File: src/rtl/mis_pkg.sv
`default_nettype none
// +----------------------------------------------------------------------+
// | Package : mis_pkg                                                    |
// | Shared types and constants for the MIS NOR stimulus/capture          |
// | sequencer: FSM state encoding, synchronizer depth, default widths.   |
// | Revision: 1.0                                                        |
// +----------------------------------------------------------------------+
package mis_pkg;

  // Sequencer states; 3 bits covers all seven.
  typedef enum logic [2:0] {
    ST_IDLE      = 3'd0,
    ST_PRESET    = 3'd1,
    ST_LAUNCH1   = 3'd2,
    ST_WAIT_SKEW = 3'd3,
    ST_LAUNCH2   = 3'd4,
    ST_MEASURE   = 3'd5,
    ST_DONE      = 3'd6
  } mis_state_e;

  // Number of flops between the asynchronous DUT output and any use of it.
  localparam int SYNC_DEPTH = 2;

  // Default operand widths and measurement limit.
  localparam int DEF_SKEW_W  = 8;
  localparam int DEF_CNT_W   = 16;
  localparam int DEF_TIMEOUT = 1023;

endpackage : mis_pkg
`default_nettype wire

File: src/rtl/mis_sync2.sv
`default_nettype none
// +----------------------------------------------------------------------+
// | Module  : mis_sync2                                                  |
// | Two-flop synchronizer for a single asynchronous bit, synchronous     |
// | active-high reset to 0.                                              |
// | Revision: 1.0                                                        |
// +----------------------------------------------------------------------+
module mis_sync2
  import mis_pkg::*;
(
  input  logic clk,
  input  logic rst,
  input  logic async_in,
  output logic sync_out
);

  logic [SYNC_DEPTH-1:0] sync_q;
  logic [SYNC_DEPTH-1:0] sync_d;

  // Shift the raw input into the chain; oldest sample sits in the MSB.
  always_comb begin
    sync_d = {sync_q[SYNC_DEPTH-2:0], async_in};
  end

  // Synchronizer flops, cleared by reset.
  always_ff @(posedge clk) begin
    if (rst) begin
      sync_q <= '0;
    end else begin
      sync_q <= sync_d;
    end
  end

  assign sync_out = sync_q[SYNC_DEPTH-1];

endmodule : mis_sync2
`default_nettype wire

File: src/rtl/mis_stim_gen.sv
`default_nettype none
// +----------------------------------------------------------------------+
// | Module  : mis_stim_gen                                               |
// | Drives the two inputs of an MIS NOR structure with programmable      |
// | polarity and launch skew, watches the synchronized output and        |
// | reports the cycle latency from first launch to first output change.  |
// | Revision: 1.0                                                        |
// +----------------------------------------------------------------------+
module mis_stim_gen
  import mis_pkg::*;
#(
  parameter int SKEW_W  = DEF_SKEW_W,
  parameter int CNT_W   = DEF_CNT_W,
  parameter int TIMEOUT = DEF_TIMEOUT
)
(
  input  logic                     clk,
  input  logic                     rst,
  input  logic                     start,
  input  logic                     dir,
  input  logic signed [SKEW_W-1:0] skew,
  input  logic        [CNT_W-1:0]  hold_cycles,
  input  logic                     myout,
  output logic                     myin_A,
  output logic                     myin_B,
  output logic                     busy,
  output logic                     done,
  output logic                     timeout,
  output logic        [CNT_W-1:0]  latency
);

  // ---------------------------------------------------------------------
  // State and datapath registers
  // ---------------------------------------------------------------------
  mis_state_e                state_q,     state_d;
  logic                      dir_q,       dir_d;
  logic signed [SKEW_W-1:0]  skew_q,      skew_d;
  logic        [CNT_W-1:0]   hold_cnt_q,  hold_cnt_d;
  logic        [SKEW_W-1:0]  skew_cnt_q,  skew_cnt_d;
  logic        [CNT_W-1:0]   lat_cnt_q,   lat_cnt_d;
  logic                      ref_q,       ref_d;
  logic                      det_q,       det_d;
  logic        [CNT_W-1:0]   det_lat_q,   det_lat_d;
  logic                      myin_a_q,    myin_a_d;
  logic                      myin_b_q,    myin_b_d;
  logic                      busy_q,      busy_d;
  logic                      done_q,      done_d;
  logic                      timeout_q,   timeout_d;
  logic        [CNT_W-1:0]   latency_q,   latency_d;

  // Combinational helpers
  logic                      myout_sync;
  logic                      out_changed;
  logic                      skew_zero;
  logic                      b_leads;
  logic        [SKEW_W-1:0]  skew_mag;
  logic        [CNT_W-1:0]   hold_load;

  // ---------------------------------------------------------------------
  // Output synchronizer: myout is asynchronous to clk
  // ---------------------------------------------------------------------
  mis_sync2 u_sync_myout (
    .clk      (clk),
    .rst      (rst),
    .async_in (myout),
    .sync_out (myout_sync)
  );

  // Decode the captured skew and the requested hold length.
  always_comb begin
    skew_zero = (skew_q == '0);
    b_leads   = skew_q[SKEW_W-1];
    // Two's-complement negate read as unsigned: the most-negative value
    // maps to 2^(SKEW_W-1) cycles without overflow.
    skew_mag  = b_leads ? $unsigned(-skew_q) : $unsigned(skew_q);
    hold_load = (hold_cycles == '0) ? CNT_W'(1) : hold_cycles;
    out_changed = (myout_sync != ref_q);
  end

  // Next-state, counter and registered-output logic.
  always_comb begin
    state_d    = state_q;
    dir_d      = dir_q;
    skew_d     = skew_q;
    hold_cnt_d = hold_cnt_q;
    skew_cnt_d = skew_cnt_q;
    lat_cnt_d  = lat_cnt_q;
    ref_d      = ref_q;
    det_d      = det_q;
    det_lat_d  = det_lat_q;
    myin_a_d   = myin_a_q;
    myin_b_d   = myin_b_q;
    timeout_d  = timeout_q;
    latency_d  = latency_q;

    case (state_q)
      ST_IDLE: begin
        // Operands are frozen here so changes while busy have no effect.
        if (start) begin
          dir_d      = dir;
          skew_d     = skew;
          hold_cnt_d = hold_load;
          state_d    = ST_PRESET;
        end
      end

      ST_PRESET: begin
        if (hold_cnt_q <= CNT_W'(1)) begin
          // Reference level is taken in the final preset cycle.
          ref_d     = myout_sync;
          lat_cnt_d = CNT_W'(1);
          det_d     = 1'b0;
          state_d   = ST_LAUNCH1;
        end else begin
          hold_cnt_d = hold_cnt_q - CNT_W'(1);
        end
      end

      ST_LAUNCH1: begin
        lat_cnt_d  = lat_cnt_q + CNT_W'(1);
        // Counter holds the number of WAIT_SKEW cycles still to spend.
        skew_cnt_d = skew_mag - SKEW_W'(1);
        if (skew_zero) begin
          state_d = ST_MEASURE;
        end else if (skew_mag == SKEW_W'(1)) begin
          state_d = ST_LAUNCH2;
        end else begin
          state_d = ST_WAIT_SKEW;
        end
      end

      ST_WAIT_SKEW: begin
        lat_cnt_d  = lat_cnt_q + CNT_W'(1);
        skew_cnt_d = skew_cnt_q - SKEW_W'(1);
        // An early response is latched; the lagging launch still happens.
        if (out_changed && !det_q) begin
          det_d     = 1'b1;
          det_lat_d = lat_cnt_q;
        end
        if (skew_cnt_d == '0) begin
          state_d = ST_LAUNCH2;
        end
      end

      ST_LAUNCH2: begin
        lat_cnt_d = lat_cnt_q + CNT_W'(1);
        if (det_q) begin
          latency_d = det_lat_q;
          timeout_d = 1'b0;
          state_d   = ST_DONE;
        end else if (out_changed) begin
          latency_d = lat_cnt_q;
          timeout_d = 1'b0;
          state_d   = ST_DONE;
        end else begin
          state_d = ST_MEASURE;
        end
      end

      ST_MEASURE: begin
        lat_cnt_d = lat_cnt_q + CNT_W'(1);
        // A seen change wins over the limit in the same cycle.
        if (out_changed) begin
          latency_d = lat_cnt_q;
          timeout_d = 1'b0;
          state_d   = ST_DONE;
        end else if (lat_cnt_q >= CNT_W'(TIMEOUT)) begin
          latency_d = CNT_W'(TIMEOUT);
          timeout_d = 1'b1;
          state_d   = ST_DONE;
        end
      end

      ST_DONE: begin
        state_d = ST_IDLE;
      end

      default: begin
        state_d = ST_IDLE;
      end
    endcase

    // Input drive levels are registered so they change on the edge that
    // enters the corresponding state.
    if (state_d == ST_PRESET && state_q != ST_PRESET) begin
      myin_a_d = ~dir_d;
      myin_b_d = ~dir_d;
    end else if (state_d == ST_LAUNCH1) begin
      if (skew_zero || !b_leads) begin
        myin_a_d = dir_q;
      end
      if (skew_zero || b_leads) begin
        myin_b_d = dir_q;
      end
    end else if (state_d == ST_LAUNCH2) begin
      myin_a_d = dir_q;
      myin_b_d = dir_q;
    end

    busy_d = (state_d != ST_IDLE);
    done_d = (state_d == ST_DONE);
  end

  // All sequencer state; reset returns every output to 0 and drops any
  // measurement in flight without a done pulse.
  always_ff @(posedge clk) begin
    if (rst) begin
      state_q    <= ST_IDLE;
      dir_q      <= 1'b0;
      skew_q     <= '0;
      hold_cnt_q <= '0;
      skew_cnt_q <= '0;
      lat_cnt_q  <= '0;
      ref_q      <= 1'b0;
      det_q      <= 1'b0;
      det_lat_q  <= '0;
      myin_a_q   <= 1'b0;
      myin_b_q   <= 1'b0;
      busy_q     <= 1'b0;
      done_q     <= 1'b0;
      timeout_q  <= 1'b0;
      latency_q  <= '0;
    end else begin
      state_q    <= state_d;
      dir_q      <= dir_d;
      skew_q     <= skew_d;
      hold_cnt_q <= hold_cnt_d;
      skew_cnt_q <= skew_cnt_d;
      lat_cnt_q  <= lat_cnt_d;
      ref_q      <= ref_d;
      det_q      <= det_d;
      det_lat_q  <= det_lat_d;
      myin_a_q   <= myin_a_d;
      myin_b_q   <= myin_b_d;
      busy_q     <= busy_d;
      done_q     <= done_d;
      timeout_q  <= timeout_d;
      latency_q  <= latency_d;
    end
  end

  assign myin_A  = myin_a_q;
  assign myin_B  = myin_b_q;
  assign busy    = busy_q;
  assign done    = done_q;
  assign timeout = timeout_q;
  assign latency = latency_q;

endmodule : mis_stim_gen
`default_nettype wire
File: config.mk
export PLATFORM = sky130hd
export DESIGN_NAME = mis_stim_gen
export DESIGN_NICKNAME = d
export VERILOG_FILES = /design/src/rtl/mis_pkg.sv /design/src/rtl/mis_sync2.sv /design/src/rtl/mis_stim_gen.sv
export SDC_FILE = /design/constraint.sdc
export NUM_CORES = 1
export LEC_CHECK = 0
export ABC_AREA = 0
export CAP_MARGIN = 20
export CORE_UTILIZATION = 45
export CTS_CLUSTER_DIAMETER = 50
export DETAILED_ROUTE_END_ITERATION = 10
export PLACE_DENSITY = 0.68
export SKIP_CTS_REPAIR_TIMING = 1
export SLEW_MARGIN = 20
export SYNTH_ARGS = -nofsm -noshare
export SYNTH_HDL_FRONTEND = slang
export SYNTH_SLANG_ARGS = --single-unit
File: constraint.sdc
create_clock -name clk -period 2.1 [get_ports clk]
set_input_delay 0.63 -clock clk [delete_from_list [all_inputs] [get_ports clk]]
set_output_delay 0.63 -clock clk [all_outputs]
set_load 0.01 [all_outputs]
# --- After elaboration in Yosys (flattened, before gate mapping) ---
# Cells that the tools add are included.
word_totals:
  ff_bits: 93
  latch_bits: 0
  mem_bits_rw: 0
  rom_bits: 0
  output_inout_bits: 21
  wordCells: 111
  memories: 0
classes:
  n_addsub: 5
  n_mul: 0
  div: 0
  order_cmp: 2
  eq_ne: 20
  shift: 0
  mux: 40
  n_bitwise: 1
  reduce_logical: 27
op_table:
  columns: ["cell", "count"]
  rows:
  - ["16-bit 2-to-1 mux", 8]
  - ["16-bit case mux with 2 select lines", 3]
  - ["3-bit 2-to-1 mux", 7]
  - ["3-bit case mux with 6 select lines", 1]
  - ["16-bit by 1-bit adder with 16-bit output, second input constant", 1]
  - ["16-bit by 10-bit >= comparator with 1-bit output, second input constant", 1]
  - ["16-bit by 1-bit <= comparator with 1-bit output, second input constant", 1]
  - ["16-bit logical NOT", 1]
  - ["8-bit logical NOT", 2]
  - ["8-bit case mux with 2 select lines", 1]
  - ["16-bit by 1-bit subtractor with 16-bit output, second input constant", 1]
  - ["8-bit by 1-bit subtractor with 8-bit output, second input constant", 2]
  - ["1-bit 2-to-1 mux", 15]
  - ["3-bit == test, second input constant", 4]
  - ["2-bit AND reduction", 6]
  - ["2-bit nonzero test", 5]
  - ["3-bit by 2-bit == test with 1-bit output, second input constant", 3]
  - ["3-bit AND reduction", 3]
  - ["8-bit by 1-bit == test with 1-bit output, second input constant", 1]
  - ["8-bit 2-to-1 mux", 1]
  - ["2-bit != test, second input constant", 4]
  - ["8-bit negator", 1]
  - ["3-bit by 1-bit == test with 1-bit output, second input constant", 2]
  - ["3-bit by 2-bit != test with 1-bit output, second input constant", 2]
  - ["12 further kinds", 19]

# --- Depth between registers and ports, before layout ---
depth:
  ltp_word: 10
  depth_mapped: 10

# --- By module ---
# A second synthesis with hierarchy kept.
unflattened:
  hier_cells: 647
  area_unflattened_um2: 4890.9
modules_own_cells:
  columns: ["module", "n_inst", "cells_each", "area_per_inst_um2", "seq_area_each_um2"]
  rows:
  - ["mis_stim_gen", 1, 643, 4838.4, 1821.7]
  - ["mis_sync2", 1, 4, 52.6, 40.0]

# --- Worst setup path before layout ---
# No wires, ideal clock.
synth_timing:
  path_kind: "flip-flop to flip-flop"
  startpoint: "register skew_q[1]"
  endpoint: "register myin_a_q, in the netlist myin_A"
  setup_ps: 117
  arrival_ps: 2100
  path_slack_ps: -118
  path_stages_with_launch: 11
  n_path_buf: 1
  synth_period_minus_slack_ps: 2218
  cell_sequence: "dfxtp_1 buf_2 inv_1 ha_1 nor3b_2 mux2i_1 a32o_1 nand4_2 o221ai_2 o21ai_1 a32o_1"
synth_via:
  elab_chain_len: 10
synth_rtl:
  columns: ["item", "line_no", "source"]
  rows:
  - ["from (decl)", "mis_stim_gen.sv:37", "logic signed [SKEW_W-1:0] skew_q, skew_d;"]
  - ["from (signal assigned)", "mis_stim_gen.sv:226", "skew_q <= skew_d;"]
  - ["8-bit negator", "mis_stim_gen.sv:75", "skew_mag = b_leads ? $unsigned(-skew_q) : $unsigned(skew_q);"]
  - ["8-bit 2-to-1 mux", "mis_stim_gen.sv:75", null]
  - ["8-bit by 1-bit == test with 1-bit output", "mis_stim_gen.sv:125", "end else if (skew_mag == SKEW_W'(1)) begin"]
  - ["3-bit 2-to-1 mux", "mis_stim_gen.sv:125", null]
  - ["3-bit 2-to-1 mux", "mis_stim_gen.sv:123", "if (skew_zero) begin"]
  - ["3-bit case mux with 6 select lines", "mis_stim_gen.sv:96", "case (state_q)"]
  - ["3-bit by 1-bit == test with 1-bit output", "mis_stim_gen.sv:185", "if (state_d == ST_PRESET && state_q != ST_PRESET) begin"]
  - ["1-bit logical AND", "mis_stim_gen.sv:185", null]
  - ["3-bit by 2-bit != test with 1-bit output (no source line) or 3-bit nonzero test (tied branches)", null, null]
  - ["2-bit AND reduction (no source line)", null, null]
  - ["to (signal assigned)", "mis_stim_gen.sv:233", "myin_a_q <= myin_a_d;"]
  - ["to (decl)", "mis_stim_gen.sv:44", "logic myin_a_q, myin_a_d;"]
# Parallel ways exist; a longest one is shown, timed or not.
# A chain may end at the register's enable or synchronous reset.

# --- Worst setup path in the final report ---
layout_timing:
  startpoint: "register skew_q[6]"
  endpoint: "register done_q, in the netlist done"
layout_via:
  elab_chain_len: 7
layout_rtl:
  columns: ["item", "line_no", "source"]
  rows:
  - ["8-bit negator", "mis_stim_gen.sv:75", null]
  - ["8-bit 2-to-1 mux", "mis_stim_gen.sv:75", null]
  - ["8-bit by 1-bit == test with 1-bit output", "mis_stim_gen.sv:125", null]
  - ["3-bit 2-to-1 mux", "mis_stim_gen.sv:125", null]
  - ["3-bit 2-to-1 mux (*)", "mis_stim_gen.sv:123", null]
  - ["3-bit case mux with 6 select lines (*)", "mis_stim_gen.sv:96", null]
  - ["3-bit == test (*)", "mis_stim_gen.sv:201", "done_d = (state_d == ST_DONE);"]
  - ["to (signal assigned)", "mis_stim_gen.sv:236", "done_q <= done_d;"]
  - ["to (decl)", "mis_stim_gen.sv:47", "logic done_q, done_d;"]
# Mark *: on every way between the ends. The rest lies on a longest branch, timed or not.

==> results.ini <==
[outcome]
status = finished with violations
violations = setup timing

[drt]
wl_per_cell_um = 14.2
wirelength_mm = 11.7
drtAntennaViolNets = 0
drc = 0
drt_pass1_iterations = 5
drt_iter0_drc = 268
vias = 4621
via_per_inst = 5.59

[setup_path]
cp-end-kind = flip-flop
path_buf_inv = 0
path_max_fanout = 4
crit_start = skew_q[6]
critPathLaunchType = flip-flop
endpoint = done
slowest_delay_ns = 0.55
timing.rr.start = skew_q[6]
cp.arrival_ns = 2.38
critPathKind = reg -> reg
critical_path_depth = 7
reg2reg_to = done
critical-path-top-delay-family = compound AO/OA/AOI/OAI gates
crit_slowest_cell = or4_4
worst-r2r-cell-count = 7
path_cells = or4_4 > o31a_1 > o311a_1 > nand4_4 > nand3_1 > a22o_1 > o21a_1
crit_required_ns = 2.36
worst-r2r-setup-slack_ns = -0.01

[global_routing]
overflow = 0
antenna_found_initial = 0
grtUsageTotal_pct = 22.5
grt_pass1_wl_mm = 20.4
grt_pass1_vias = 4325
grt_max_degree = 38

[synth]
synth_ff_type = dfxtp_1
async_flop_share_pct = 0
synth_edf_count = 0
netlist.top_cell.by_area = dfxtp_1
syn_area_um2 = 4800
syn_nets = 653
synth_cell_types = 60
synth.most_common_cell = nand2_1
synth_top_area_share_pct = 38.8
ys_seq_elements = 93
seq_area_frac_synth_pct = 38.8
synth_commonest_cells = nand2_1 (94), dfxtp_1 (93), nor2_1 (71), a21oi_1 (62)
syn_area_per_cell_um2 = 7.77
ys_warn_count = 0
synth.area.top_cells = dfxtp_1 (39%), nand2_1 (7.4%), a21oi_1 (6.5%)
syn_inst = 617

[sta]
drv_slew = 0
timing.final.crit_share_pct = 101
fin_skew_ns = 0.0139
rsz0062_at_grt = yes
relSlewSlack_pct = 57.0
hold_viol_final = 0
setup_viol = 2
clock.fmax_ghz = 0.473
min_period_ns = 2.11
tightest_slew_ns = 0.644
setup_slack_ns = -0.0143

[clock_network]
cts_buffers = 9
cts_tree = yes
worstSkewPairLatency_ns = 0.36
cts.sinks = 93
clockBufferDepth = 2
h-tree-depth = 3
clock-root-buffer = clkbuf_8
path_clk_slew_ns = 0.09

[pwr]
p_leak_uw = 0.00217
irDropWorstVdd_v = 0.000402
pwr_density_cell_nw_per_um2 = 767

[die]
die-height_um = 105
dieArea_um2 = 11100
placementRows = 37
die_w_um = 105
core_area_um2 = 10300
start_util_pct = 46.5
io_pins = 50

[flow_run]
maxCapViolCount = 0

[cells_and_area]
drive_above_1_share_pct = 13.3
fin_nets = 723
nFillCells = 974
utilization_pct = 57.7
multi_input_area_um2 = 2790
regArea_um2 = 1870
diodes = 0
stdcell_count = 827
synthToLayoutAreaGrowth_pct = 24.2

[placement]
dp.cells = 811
place_hpwl_mm = 8.44
numPortBuffers = 49
gp_congestion = 0.880

[worst_hold_path]
hold_path.class = reg -> reg

==> how the worst min path moves through the flow <==
stage | startpoint | slack, ns | cells after the start | to
floorplan | u_sync_myout.sync_q[0] | 0.41 | 1 | u_sync_myout.sync_q[1]
global placement | det_lat_q[14] | 0.44 | 2 | det_lat_q[14]
detailed placement | u_sync_myout.sync_q[0] | 0.44 | 1 | u_sync_myout.sync_q[1]
CTS | u_sync_myout.sync_q[0] | 0.46 | 1 | u_sync_myout.sync_q[1]
global route | u_sync_myout.sync_q[0] | 0.48 | 1 | u_sync_myout.sync_q[1]
finish | det_lat_q[4] | 0.46 | 2 | det_lat_q[4]
==> cells by family (layout without fill, tap and decap cells) <==
group	Yosys count	count (layout)	synth area share [%]
xor+xnor	25	25	4.57
buf+inv	54	128	4.51
compound gates	162	162	21.6
mux	20	20	4.23
fa+ha+maj	7	7	1.83
flops	93	93	38.8
simple gates	256	256	24.4
==> state kept, by name, summed over array words and instances, names as in the netlist <==
signal	count
det_q	1
lat_cnt_q	16
hold_cnt_q	16
busy	1
dir_q	1
skew_q	8
done	1
myin_B	1
latency	16
myin_A	1
det_lat_q	16
ref_q	1
state_q	3
timeout	1
skew_cnt_q	8
u_sync_myout.sync_q	2
==> routing by layer <==
layer	track usage, %	vias to the layer above	share of wire (%)
met5	0	-	0
met4	7.44	0	1.7
met3	4.27	17	4.0
met2	34.7	101	45
met1	31.4	2169	50
li1	-	2334	-
==> area by class of cell <==
cell class	instances	area share, %
inverters	15	0.945
well taps	136	2.86
clock inverters	4	0.525
multi-input cells	470	46.8
repair buffers	98	15.0
flip-flops and latches	93	31.3
clock buffers	11	2.54
==> cell usage in the layout, fill, tap and decap left out, drive strengths merged, types with 4 or more instances in the layout <==
| master | n |
|---|---|
| dfxtp | 93 |
| buf | 50 |
| nor2 | 71 |
| inv | 16 |
| o211ai | 4 |
| nand2b | 6 |
| clkbuf | 11 |
| nor3 | 20 |
| or3 | 7 |
| clkdlybuf4s50 | 48 |
| and3 | 8 |
| xnor2 | 11 |
| a21oi | 62 |
| nand2 | 94 |
| nand4 | 10 |
| mux2i | 18 |
| nor2b | 6 |
| nand3 | 23 |
| a211oi | 10 |
| xor2 | 14 |
| o21ai | 30 |
| a311oi | 11 |
| ha | 7 |
| a22oi | 6 |
==> report_power, final <==
group | switching (µW) | internal [µW] | leakage (µW)
Combinational | 783 | 650 | 0.00132
Sequential | 121 | 1880 | 0.000756
Clock | 641 | 496 | 0.0000958
==> worst reg2reg max path: cells and delay by family, from the launching register on <==
family	cells	cell delay, ns
AOI/OAI and AO/OA	4	0.92
DFF	1	0.32
and+or+nand+nor	3	0.77
==> stage by stage <==
stage                     setup TNS (ns)  worst slack [ns]  total power (µW)  cell area, µm²  hold slack (ns)
after floorplan                        0           0.00941              2950            4820            0.414
after global placement                 0            0.0771              3400            5720            0.439
after detailed placement               0            0.0130              3430            5720            0.445
after CTS                              0           0.00407              4560            5900            0.458
after global routing              -0.294            -0.113              4850            5960            0.477
final                            -0.0173           -0.0143              4570            5960            0.458
Note: power is estimated with default switching activity, not from simulation.
